File: src/rtl/serial_audio_pkg.sv
// Shared types and constants for the serial audio transmit path.
package serial_audio_pkg;

  // Transmit frame sequencing.
  typedef enum logic [2:0] {
    IDLE,
    START,
    DATA,
    PARITY,
    STOP
  } tx_state_t;

  // Parity sense selectors for the PARITY_ODD parameter.
  localparam int PARITY_MODE_EVEN = 0;
  localparam int PARITY_MODE_ODD  = 1;

  // 50 MHz system clock divided down to 115200 baud.
  localparam int DEFAULT_CLKS_PER_BIT = 434;

endpackage

File: src/rtl/sync_fifo.sv
// Single-clock FIFO with registered occupancy flags and a drop indicator.
// The head word is always presented on head_data so a consumer can take it
// in the same cycle it pops.
module sync_fifo #(
  parameter int DATA_WIDTH = 8,
  parameter int FIFO_DEPTH = 4
) (
  input  logic                            CLOCK_50,
  input  logic                            Reset,
  input  logic                            push,
  input  logic [DATA_WIDTH-1:0]           push_data,
  input  logic                            pop,
  output logic [DATA_WIDTH-1:0]           head_data,
  output logic                            full,
  output logic                            empty,
  output logic [$clog2(FIFO_DEPTH+1)-1:0] count,
  output logic                            overflow
);

  localparam int PTR_W = $clog2(FIFO_DEPTH);
  localparam int CNT_W = $clog2(FIFO_DEPTH + 1);

  logic [DATA_WIDTH-1:0] mem [FIFO_DEPTH];
  logic [PTR_W-1:0]      wr_ptr;
  logic [PTR_W-1:0]      rd_ptr;
  logic [CNT_W-1:0]      count_next;
  logic                  push_ok;
  logic                  pop_ok;

  // A full FIFO still accepts a push when a pop frees a slot in the same cycle.
  assign pop_ok    = pop && !empty;
  assign push_ok   = push && (!full || pop_ok);
  assign head_data = mem[rd_ptr];

  // Occupancy after this cycle's push and pop.
  always_comb begin
    // NOTE: every output of a combinational block gets a default first so no path leaves it unassigned (which would infer a latch).
    count_next = count;
    case ({push_ok, pop_ok})
      2'b10:   count_next = count + CNT_W'(1);
      2'b01:   count_next = count - CNT_W'(1);
      default: count_next = count;
    endcase
  end

  // Word storage.
  always_ff @(posedge CLOCK_50) begin
    // NOTE: the storage array is deliberately not reset; pointers and count define which entries are valid.
    if (push_ok) mem[wr_ptr] <= push_data;
  end

  // Pointers, flags and the one-cycle drop pulse.
  always_ff @(posedge CLOCK_50) begin
    // NOTE: sequential state is updated with non-blocking assignments so every register samples pre-edge values.
    if (Reset) begin
      wr_ptr   <= '0;
      rd_ptr   <= '0;
      count    <= '0;
      full     <= 1'b0;
      empty    <= 1'b1;
      overflow <= 1'b0;
    end else begin
      if (push_ok) wr_ptr <= wr_ptr + PTR_W'(1);
      if (pop_ok)  rd_ptr <= rd_ptr + PTR_W'(1);
      count    <= count_next;
      full     <= (count_next == CNT_W'(FIFO_DEPTH));
      empty    <= (count_next == '0);
      overflow <= push && !push_ok;
    end
  end

endmodule

File: src/rtl/serial_audio_tx.sv
// Buffered asynchronous serial transmitter: words queue in a FIFO and one
// Start_Flag drains the queue as back-to-back frames on Serial_Data.
module serial_audio_tx
  import serial_audio_pkg::*;
#(
  parameter int DATA_WIDTH   = 8,
  parameter int CLKS_PER_BIT = DEFAULT_CLKS_PER_BIT,
  parameter int FIFO_DEPTH   = 4,
  parameter int PARITY_EN    = 0,
  parameter int PARITY_ODD   = PARITY_MODE_EVEN,
  parameter int STOP_BITS    = 1
) (
  input  logic                            CLOCK_50,
  input  logic                            Reset,
  input  logic                            Load_Data,
  input  logic [DATA_WIDTH-1:0]           Input_Data,
  input  logic                            Start_Flag,
  output logic                            Serial_Data,
  output logic                            Busy,
  output logic                            Full,
  output logic                            Empty,
  output logic [$clog2(FIFO_DEPTH+1)-1:0] Count,
  output logic                            Overflow
);

  localparam int TMR_W = $clog2(CLKS_PER_BIT);
  localparam int CNT_W = $clog2(DATA_WIDTH);

  // Parity accumulator seed: odd parity is even parity inverted.
  localparam logic PARITY_SEED = (PARITY_ODD == PARITY_MODE_EVEN) ? 1'b0 : 1'b1;

  tx_state_t             state;
  tx_state_t             state_next;
  logic [TMR_W-1:0]      bit_timer;
  logic [TMR_W-1:0]      bit_timer_next;
  logic [CNT_W-1:0]      bit_cnt;
  logic [CNT_W-1:0]      bit_cnt_next;
  logic [DATA_WIDTH-1:0] shift_reg;
  logic [DATA_WIDTH-1:0] shift_next;
  logic                  parity_acc;
  logic                  parity_next;
  logic                  serial_next;
  logic                  fifo_pop;
  logic [DATA_WIDTH-1:0] head_data;
  logic                  tick;

  sync_fifo #(
    .DATA_WIDTH(DATA_WIDTH),
    .FIFO_DEPTH(FIFO_DEPTH)
  ) u_fifo (
    .CLOCK_50  (CLOCK_50),
    .Reset     (Reset),
    .push      (Load_Data),
    .push_data (Input_Data),
    .pop       (fifo_pop),
    .head_data (head_data),
    .full      (Full),
    .empty     (Empty),
    .count     (Count),
    .overflow  (Overflow)
  );

  // Terminal count of the bit timer: the current bit period ends this cycle.
  assign tick = (bit_timer == TMR_W'(CLKS_PER_BIT - 1));
  assign Busy = (state != IDLE);

  // Next-state, datapath and next line value for the frame sequencer.
  always_comb begin
    state_next     = state;
    bit_timer_next = bit_timer;
    bit_cnt_next   = bit_cnt;
    shift_next     = shift_reg;
    parity_next    = parity_acc;
    fifo_pop       = 1'b0;
    serial_next    = 1'b1;

    if (state != IDLE) bit_timer_next = tick ? '0 : bit_timer + TMR_W'(1);

    case (state)
      IDLE: begin
        // Empty is registered, so a word loaded this same cycle cannot start a frame.
        if (Start_Flag && !Empty) begin
          state_next     = START;
          fifo_pop       = 1'b1;
          shift_next     = head_data;
          parity_next    = PARITY_SEED;
          bit_timer_next = '0;
        end
      end
      START: begin
        if (tick) begin
          state_next   = DATA;
          bit_cnt_next = '0;
        end
      end
      DATA: begin
        if (tick) begin
          shift_next  = shift_reg >> 1;
          parity_next = parity_acc ^ shift_reg[0];
          if (bit_cnt == CNT_W'(DATA_WIDTH - 1)) begin
            bit_cnt_next = '0;
            state_next   = (PARITY_EN != 0) ? PARITY : STOP;
          end else begin
            bit_cnt_next = bit_cnt + CNT_W'(1);
          end
        end
      end
      PARITY: begin
        if (tick) begin
          state_next   = STOP;
          bit_cnt_next = '0;
        end
      end
      STOP: begin
        if (tick) begin
          if (bit_cnt == CNT_W'(STOP_BITS - 1)) begin
            bit_cnt_next = '0;
            // Chain straight into the next queued word with no idle gap.
            if (!Empty) begin
              state_next  = START;
              fifo_pop    = 1'b1;
              shift_next  = head_data;
              parity_next = PARITY_SEED;
            end else begin
              state_next = IDLE;
            end
          end else begin
            bit_cnt_next = bit_cnt + CNT_W'(1);
          end
        end
      end
      default: state_next = IDLE;
    endcase

    // Line level for the state being entered, so Serial_Data can be a plain register.
    case (state_next)
      START:   serial_next = 1'b0;
      DATA:    serial_next = shift_next[0];
      PARITY:  serial_next = parity_next;
      default: serial_next = 1'b1;
    endcase
  end

  // Sequencer registers and the registered serial line.
  always_ff @(posedge CLOCK_50) begin
    if (Reset) begin
      state       <= IDLE;
      bit_timer   <= '0;
      bit_cnt     <= '0;
      shift_reg   <= '0;
      parity_acc  <= 1'b0;
      Serial_Data <= 1'b1;
    end else begin
      state       <= state_next;
      bit_timer   <= bit_timer_next;
      bit_cnt     <= bit_cnt_next;
      shift_reg   <= shift_next;
      parity_acc  <= parity_next;
      Serial_Data <= serial_next;
    end
  end

endmodule

File: config.mk
export PLATFORM = sky130hd
export DESIGN_NAME = serial_audio_tx
export DESIGN_NICKNAME = d
export VERILOG_FILES = /design/src/rtl/serial_audio_pkg.sv /design/src/rtl/sync_fifo.sv /design/src/rtl/serial_audio_tx.sv
export SDC_FILE = /design/constraint.sdc
export NUM_CORES = 1
export LEC_CHECK = 0
export BUFFER_PORTS_ARGS = -buffer_cell sky130_fd_sc_hd__buf_2
export CORE_MARGIN = 2
export CORE_UTILIZATION = 30
export DETAILED_ROUTE_END_ITERATION = 12
export PLACE_DENSITY = 0.53
export SLEW_MARGIN = 20
export SYNTH_ARGS = -nofsm -noshare
export SYNTH_HDL_FRONTEND = slang
export SYNTH_SLANG_ARGS = --single-unit
File: constraint.sdc
create_clock -name CLOCK_50 -period 4.12 [get_ports CLOCK_50]
set_clock_uncertainty 0.1 [all_clocks]
set_input_delay 0.824 -clock CLOCK_50 [delete_from_list [all_inputs] [get_ports CLOCK_50]]
set_output_delay 0.824 -clock CLOCK_50 [all_outputs]
set_load 0.02 [all_outputs]
==> results of run 1 <==
-- worst max-delay path by stage --
| stage | start | end | slack (ns) | depth (start not counted) |
|---|---|---|---|---|
| 4_1_cts | bit_timer[2] | u_fifo.empty | 0.79 | 12 |
| 5_1_grt | bit_timer[2] | u_fifo.empty | 0.52 | 12 |
| 2_1_floorplan | bit_timer[2] | u_fifo.empty | 1.03 | 13 |
| 3_5_place_dp | bit_timer[2] | u_fifo.empty | 0.82 | 12 |
| 3_3_place_gp | bit_timer[2] | u_fifo.empty | 0.83 | 12 |
| 6_report | bit_timer[2] | u_fifo.empty | 0.80 | 12 |
-- critical path, stage by stage, from the launching register on --
cell and delay, ns:
dfxtp_1 0.35, or4b_1 0.66, o31a_1 0.36, or2_4 0.29, a21boi_4 0.24, inv_1 0.07, ha_1 0.21, fa_1 0.38
xnor2_1 0.16, nor2_1 0.06, xnor2_1 0.17, nor2_1 0.07, a21oi_1 0.13
-- power breakdown --
part | internal [W] | total (W) | switching [W]
logic | 0.000140 | 0.000316 | 0.000176
registers | 0.000785 | 0.000849 | 0.0000636
clock network | 0.000294 | 0.000588 | 0.000294
total | 0.00122 | 0.00175 | 0.000534
-- per-stage QoR --
step / hold WS (ns) / power (W)
final: 0.362 / 0.00175
after global routing: 0.383 / 0.00186
after CTS: 0.367 / 0.00178
after detailed placement: 0.352 / 0.00118
after global placement: 0.348 / 0.00118
after floorplan: 0.336 / 0.00110
-- cell families (layout without fill, tap and decap cells) --
group / Yosys count / in the layout / synth area share [%]
adder cells (fa/ha/maj): 11 / 11 / 4.80
multiplexers: 13 / 13 / 7.78
buffers and inverters: 22 / 48 / 3.52
flip-flops: 69 / 69 / 56.3
XOR/XNOR: 5 / 5 / 1.45
AND/OR/NAND/NOR: 83 / 83 / 14.3
AO/OA/AOI/OAI: 53 / 53 / 11.9
-- per-layer routing --
layer / GRT usage, % / vias up / part of all wire, %
li1: - / 984 / -
met1: 13.7 / 921 / 49
met2: 17.8 / 26 / 46
met3: 3.82 / 9 / 3.2
met4: 3.76 / 0 / 1.6
met5: 0 / - / 0
-- cell type report --
cell class,instances,area (um2)
clock inverter,7,86.3
inverter,13,48.8
tap,133,166
sequential,69,1700
timing repair buffer,19,95.1
multi-input combinational,165,1210
clock buffer,9,124
fill,1000,6340
-- layout by cell type, fill, tap and decap left out, drive strengths merged, types with 2 or more instances in the layout --
cell type and instances:
or4 2, a211oi 2, ha 10, clkbuf 9, and3 3, mux4 8, a22oi 9, and2 5
dfxtp 37, xnor2 4, nand3b 3, or2 2, a21oi 18, nor3b 3, edfxtp 32, a311oi 2
or3 3, buf 19, nand2 16, o21ai 9, nand3 4, nor2 28, nor2b 3, a41oi 2
mux2i 4, inv 18, nor3 5
==> out/results.tsv, run 1 <==
metric	value	unit
clk_latency	0.35	ns
worstHoldEndpoint	shift_reg[4]	
vias	1940	
yosys.area.top_type	edfxtp_1	
antenna_found_initial	0	
final.setup.tns	0	ns
worst_pin_slew	0.860	ns
rsz0062_at_grt	false	
root_buffer	clkbuf_8	
finalHoldViolations	0	
grt_overflow_total	0	
clk_pin_slew	0.08	ns
ir_drop	0.254	mV
finalNonFillerCells	415	
crit_arrival	3.50	ns
synth_edf_count	32	
detail_route.iter0.violations	99	
nets	300	
cts-htree-levels	3	
r2r-start	bit_timer[2]	
synthMostInstantiatedCell	dfxtp_1	
finalSetupViolCount	0	
fin_ws	0.799	ns
syn_area	0.00302	mm2
first_pass_iters	4	
max_freq	0.301	GHz
ioPinCount	20	
cts.repair.resized	0	
period_minus_slack	3.32	ns
synthTopCellsByCount	37 x dfxtp_1, 32 x edfxtp_1, 28 x nor2_1, 18 x a21oi_1, 16 x nand2_1	
routed_wl	5460	um
pre_cts_slack	0.819	ns
hp-start	shift_reg[5]	
hp-class	reg2reg	
postCtsSetupRepairBufs	0	
worstSetupEndpointType	flip-flop	
die-area	0.0109	mm2
placed_cells	399	
die_h	104	um
avgSynthCellArea	11.8	um2
clock_tree.buffer_depth	2	
yosysTopAreaCellShare	31.8	%
tritoncts	done	
vias_per_cell	4.67	
status	finished clean	
finalMaxSlewViolations	0	
core_area	0.00977	mm2
async_flop_share	0	%
ys_seq_area_share	56.3	%
r2r_end	u_fifo.empty	
grt_pass1_vias	1997	
power_density	510	mW/mm2
ctsHoldBuffers	0	
largest_register_ffs	32	
worstHoldPathCells	2	
grt_start_max_net_pins	35	
antenna_left	0	
post_dp_cell_area	0.00323	mm2
synth_cell_type_count	55	
drc_errors	0	
avgRoutedWirePerCell	13.2	um
max_cap_viol_count	0	
rows	36	
r2r_cells	12	
syn_inst	256	
synthTopCellsByArea	edfxtp_1 32%, dfxtp_1 25%, mux4_2 6.0%	
antennaDiodeCount	0	
drive_above_1_share	19.9	%
post-route-util	35.2	%
cp_max_fo	7	
area_growth	13.7	%
finalCritPeriodShare	80.6	%
grt_pass1_wl	9630	um
p_leak	1.21	nW
initial_utilization	30.9	%
io_buffers	19	
worstSetupPathType	reg2reg	
required	4.30	ns
finalInstanceArea	0.00344	mm2
rrSetupSlack	0.80	ns
synthesis.nets	279	
gp_congestion	0.778	
maxSlewHeadroom	42.2	%
die_w	104	um
synthFlopType	dfxtp_1	
ys_seq_elements	69	
hpwl	3700	um
grt_usage	11.0	%
critPathLaunchType	flip-flop	
cts_inserted_buffers	9	
clock_sinks	69	
ys_warn_count	0	
(Power assumes the default switching activity.)
==> run 2: changes to the inputs <==
--- a/config.mk
+++ b/config.mk
@@ -5,11 +5,12 @@
 export SDC_FILE = /design/constraint.sdc
 export NUM_CORES = 1
 export LEC_CHECK = 0
+export ABC_AREA = 1
 export BUFFER_PORTS_ARGS = -buffer_cell sky130_fd_sc_hd__buf_2
 export CORE_MARGIN = 2
 export CORE_UTILIZATION = 30
 export DETAILED_ROUTE_END_ITERATION = 12
-export PLACE_DENSITY = 0.53
+export PLACE_DENSITY = 0.55
 export SLEW_MARGIN = 20
 export SYNTH_ARGS = -nofsm -noshare
 export SYNTH_HDL_FRONTEND = slang
==> constraint.sdc (replaced) <==
create_clock -name CLOCK_50 -period 3 [get_ports CLOCK_50]
set_clock_uncertainty 0.1 [all_clocks]
set_input_delay 0.6 -clock CLOCK_50 [delete_from_list [all_inputs] [get_ports CLOCK_50]]
set_output_delay 0.6 -clock CLOCK_50 [all_outputs]
set_load 0.02 [all_outputs]
==> out/results.tsv, run 2 <==
metric	value	unit	change
status	finished clean		
yosysTopAreaCellShare	29.6	%	-2.2 points
grt_pass1_wl	10900	um	+13%
gp_congestion	0.807		+3.7%
hpwl	4530	um	+22%
p_leak	1.50	nW	+24%
rrSetupSlack	0.33	ns	-0.47 ns
finalSetupViolCount	0		unchanged
final_cell_mix	67 x nand2_1, 45 x nor2_1, 41 x inv_1		
largest_register_ffs	32		unchanged
layout_commonest_cell	nand2_1		
die_h	108	um	+3.5%
cts-htree-levels	3		unchanged
core_area	0.0104	mm2	+6.6%
ys_warn_count	0		unchanged
crit_arrival	2.85	ns	-0.65 ns
die_w	108	um	+3.5%
crit_start	bit_timer[1]		
grt_start_max_net_pins	19		-46%
die-area	0.0117	mm2	+7.2%
initial_utilization	31.2	%	+0.27 points
final.setup.tns	0	ns	unchanged
cp_max_fo	7		unchanged
yosys.area.top_type	edfxtp_1		
synthMostInstantiatedCell	nand2_1		
grt_overflow_total	0		unchanged
clock_tree.buffer_depth	2		unchanged
drc_errors	0		unchanged
antenna_left	0		unchanged
worstSetupPathType	reg2reg		
ys_seq_area_share	52.4	%	-3.9 points
synth_cell_type_count	31		-44%
detail_route.iter0.violations	90		-9.1%
worst_pin_slew	0.476	ns	-0.384 ns
hp-class	in2reg		
power_density	614	mW/mm2	+20%
critPathLaunchType	flip-flop		
post-route-util	35.3	%	+0.14 points
worstSetupEndpointType	flip-flop		
required	3.18	ns	-1.12 ns
r2r_end	u_fifo.full		
avgRoutedWirePerCell	12.0	um	-9.1%
synthTopCellsByArea	edfxtp_1 30%, dfxtp_1 23%, nand2_1 7.7%		
antenna_found_initial	0		unchanged
synth_edf_count	32		unchanged
max_freq	0.374	GHz	+24%
ir_drop	0.437	mV	+72%
root_buffer	clkbuf_8		
vias	2455		+27%
fin_total_pwr	0.00226	W	+29%
syn_area	0.00325	mm2	+7.5%
cts.repair.resized	0		unchanged
ys_seq_elements	69		unchanged
finalCritPeriodShare	89.1	%	+8.5 points
nets	416		+39%
clock_sinks	69		unchanged
rows	37		+2.8%
io_buffers	19		unchanged
period_minus_slack	2.67	ns	-0.649 ns
ioPinCount	20		unchanged
antennaDiodeCount	0		unchanged
cts_inserted_buffers	9		unchanged
hp-start	Input_Data[1]		
fin_hold_ws	0.375	ns	+0.0129 ns
maxSlewHeadroom	68.2	%	+26 points
grt_pass1_vias	2333		+17%
synthFlopType	dfxtp_1		
r2r-start	bit_timer[1]		
worstHoldEndpoint	u_fifo.mem[3][1]		
routed_wl	6390	um	+17%
avgSynthCellArea	8.93	um2	-24%
max_cap_viol_count	0		unchanged
pre_cts_slack	0.292	ns	-0.526 ns
clk_latency	0.34	ns	about the same
fin_ws	0.328	ns	-0.471 ns
first_pass_iters	4		unchanged
grt_usage	12.0	%	+0.95 points
synthTopCellsByCount	67 x nand2_1, 45 x nor2_1, 41 x inv_1, 37 x dfxtp_1, 32 x edfxtp_1		
ctsHoldBuffers	0		unchanged
worstHoldPathCells	1		-1
area_growth	13.2	%	
finalHoldViolations	0		unchanged
vias_per_cell	4.60		-1.7%
postCtsSetupRepairBufs	0		unchanged
drive_above_1_share	18.1	%	-1.8 points
async_flop_share	0	%	unchanged
tritoncts	done		
clk_pin_slew	0.07	ns	about the same
rsz0062_at_grt	false		
synthesis.nets	387		+39%
r2r_cells	16		+4
finalMaxSlewViolations	0		unchanged
syn_inst	364		+42%
-- run 2: cells by family (layout without fill, tap and decap cells) --
family	Yosys count	count (layout)	share of synthesized area [%]
DFF	69	69	52.4
xor gates and xnor gates	2	2	0.539
AOI/OAI and AO/OA	58	58	10.0
and+or+nand+nor	169	169	25.5
adders and majority gates	11	11	4.47
muxes	1	1	0.308
buffers and inverters	54	88	6.85
-- run 2: cell type report --
type                            count  area, um2
Clock buffer                        9        124
Clock inverter                      7       42.5
Fill cell                        1078       6740
Inverter                           48        180
Multi-Input combinational cell    241       1330
Sequential cell                    69       1700
Tap cell                          136        170
Timing Repair Buffer               24        133
-- run 2: metrics by stage --
stage / cell area (um2) / instances
final: 3680 / 534
after global routing: 3680 / 534
after CTS: 3680 / 534
after detailed placement: 3510 / 518
after global placement: 3510 / 518
after floorplan: 3250 / 364
-- run 2: worst max-delay path: stages, from the launching register on --
cell and delay, ns:
dfxtp_1 0.32, inv_1 0.07, ha_1 0.18, nand2_1 0.10, nor2_4 0.14, nand2_4 0.09, nor2_4 0.10, nand2_4 0.07
nand3_2 0.10, nand2_2 0.11, ha_1 0.23, fa_1 0.39, a21oi_1 0.13, o21ai_0 0.12, xnor2_1 0.17, nand2_1 0.09
nor2_1 0.09
-- run 2: power breakdown --
part           internal (W)  switching, W
Sequential          0.00107     0.0000547
Clock              0.000293      0.000346
Combinational      0.000160      0.000334
Total               0.00152      0.000735
-- run 2: worst max-delay path by stage --
stage / endpoint / cells past startpoint
2_1_floorplan: u_fifo.full / 15
3_3_place_gp: u_fifo.full / 15
3_5_place_dp: u_fifo.full / 15
4_1_cts: u_fifo.full / 15
5_1_grt: u_fifo.full / 16
6_report: u_fifo.full / 16
-- run 2: per-layer routing --
metal | global-route usage (%) | part of all wire (%) | vias to the layer above
met1 | 15.3 | 49 | 1145
met2 | 19.4 | 47 | 33
li1 | - | - | 1265
met3 | 1.75 | 2.1 | 12
met4 | 6.87 | 2.3 | 0
met5 | 0 | 0 | -
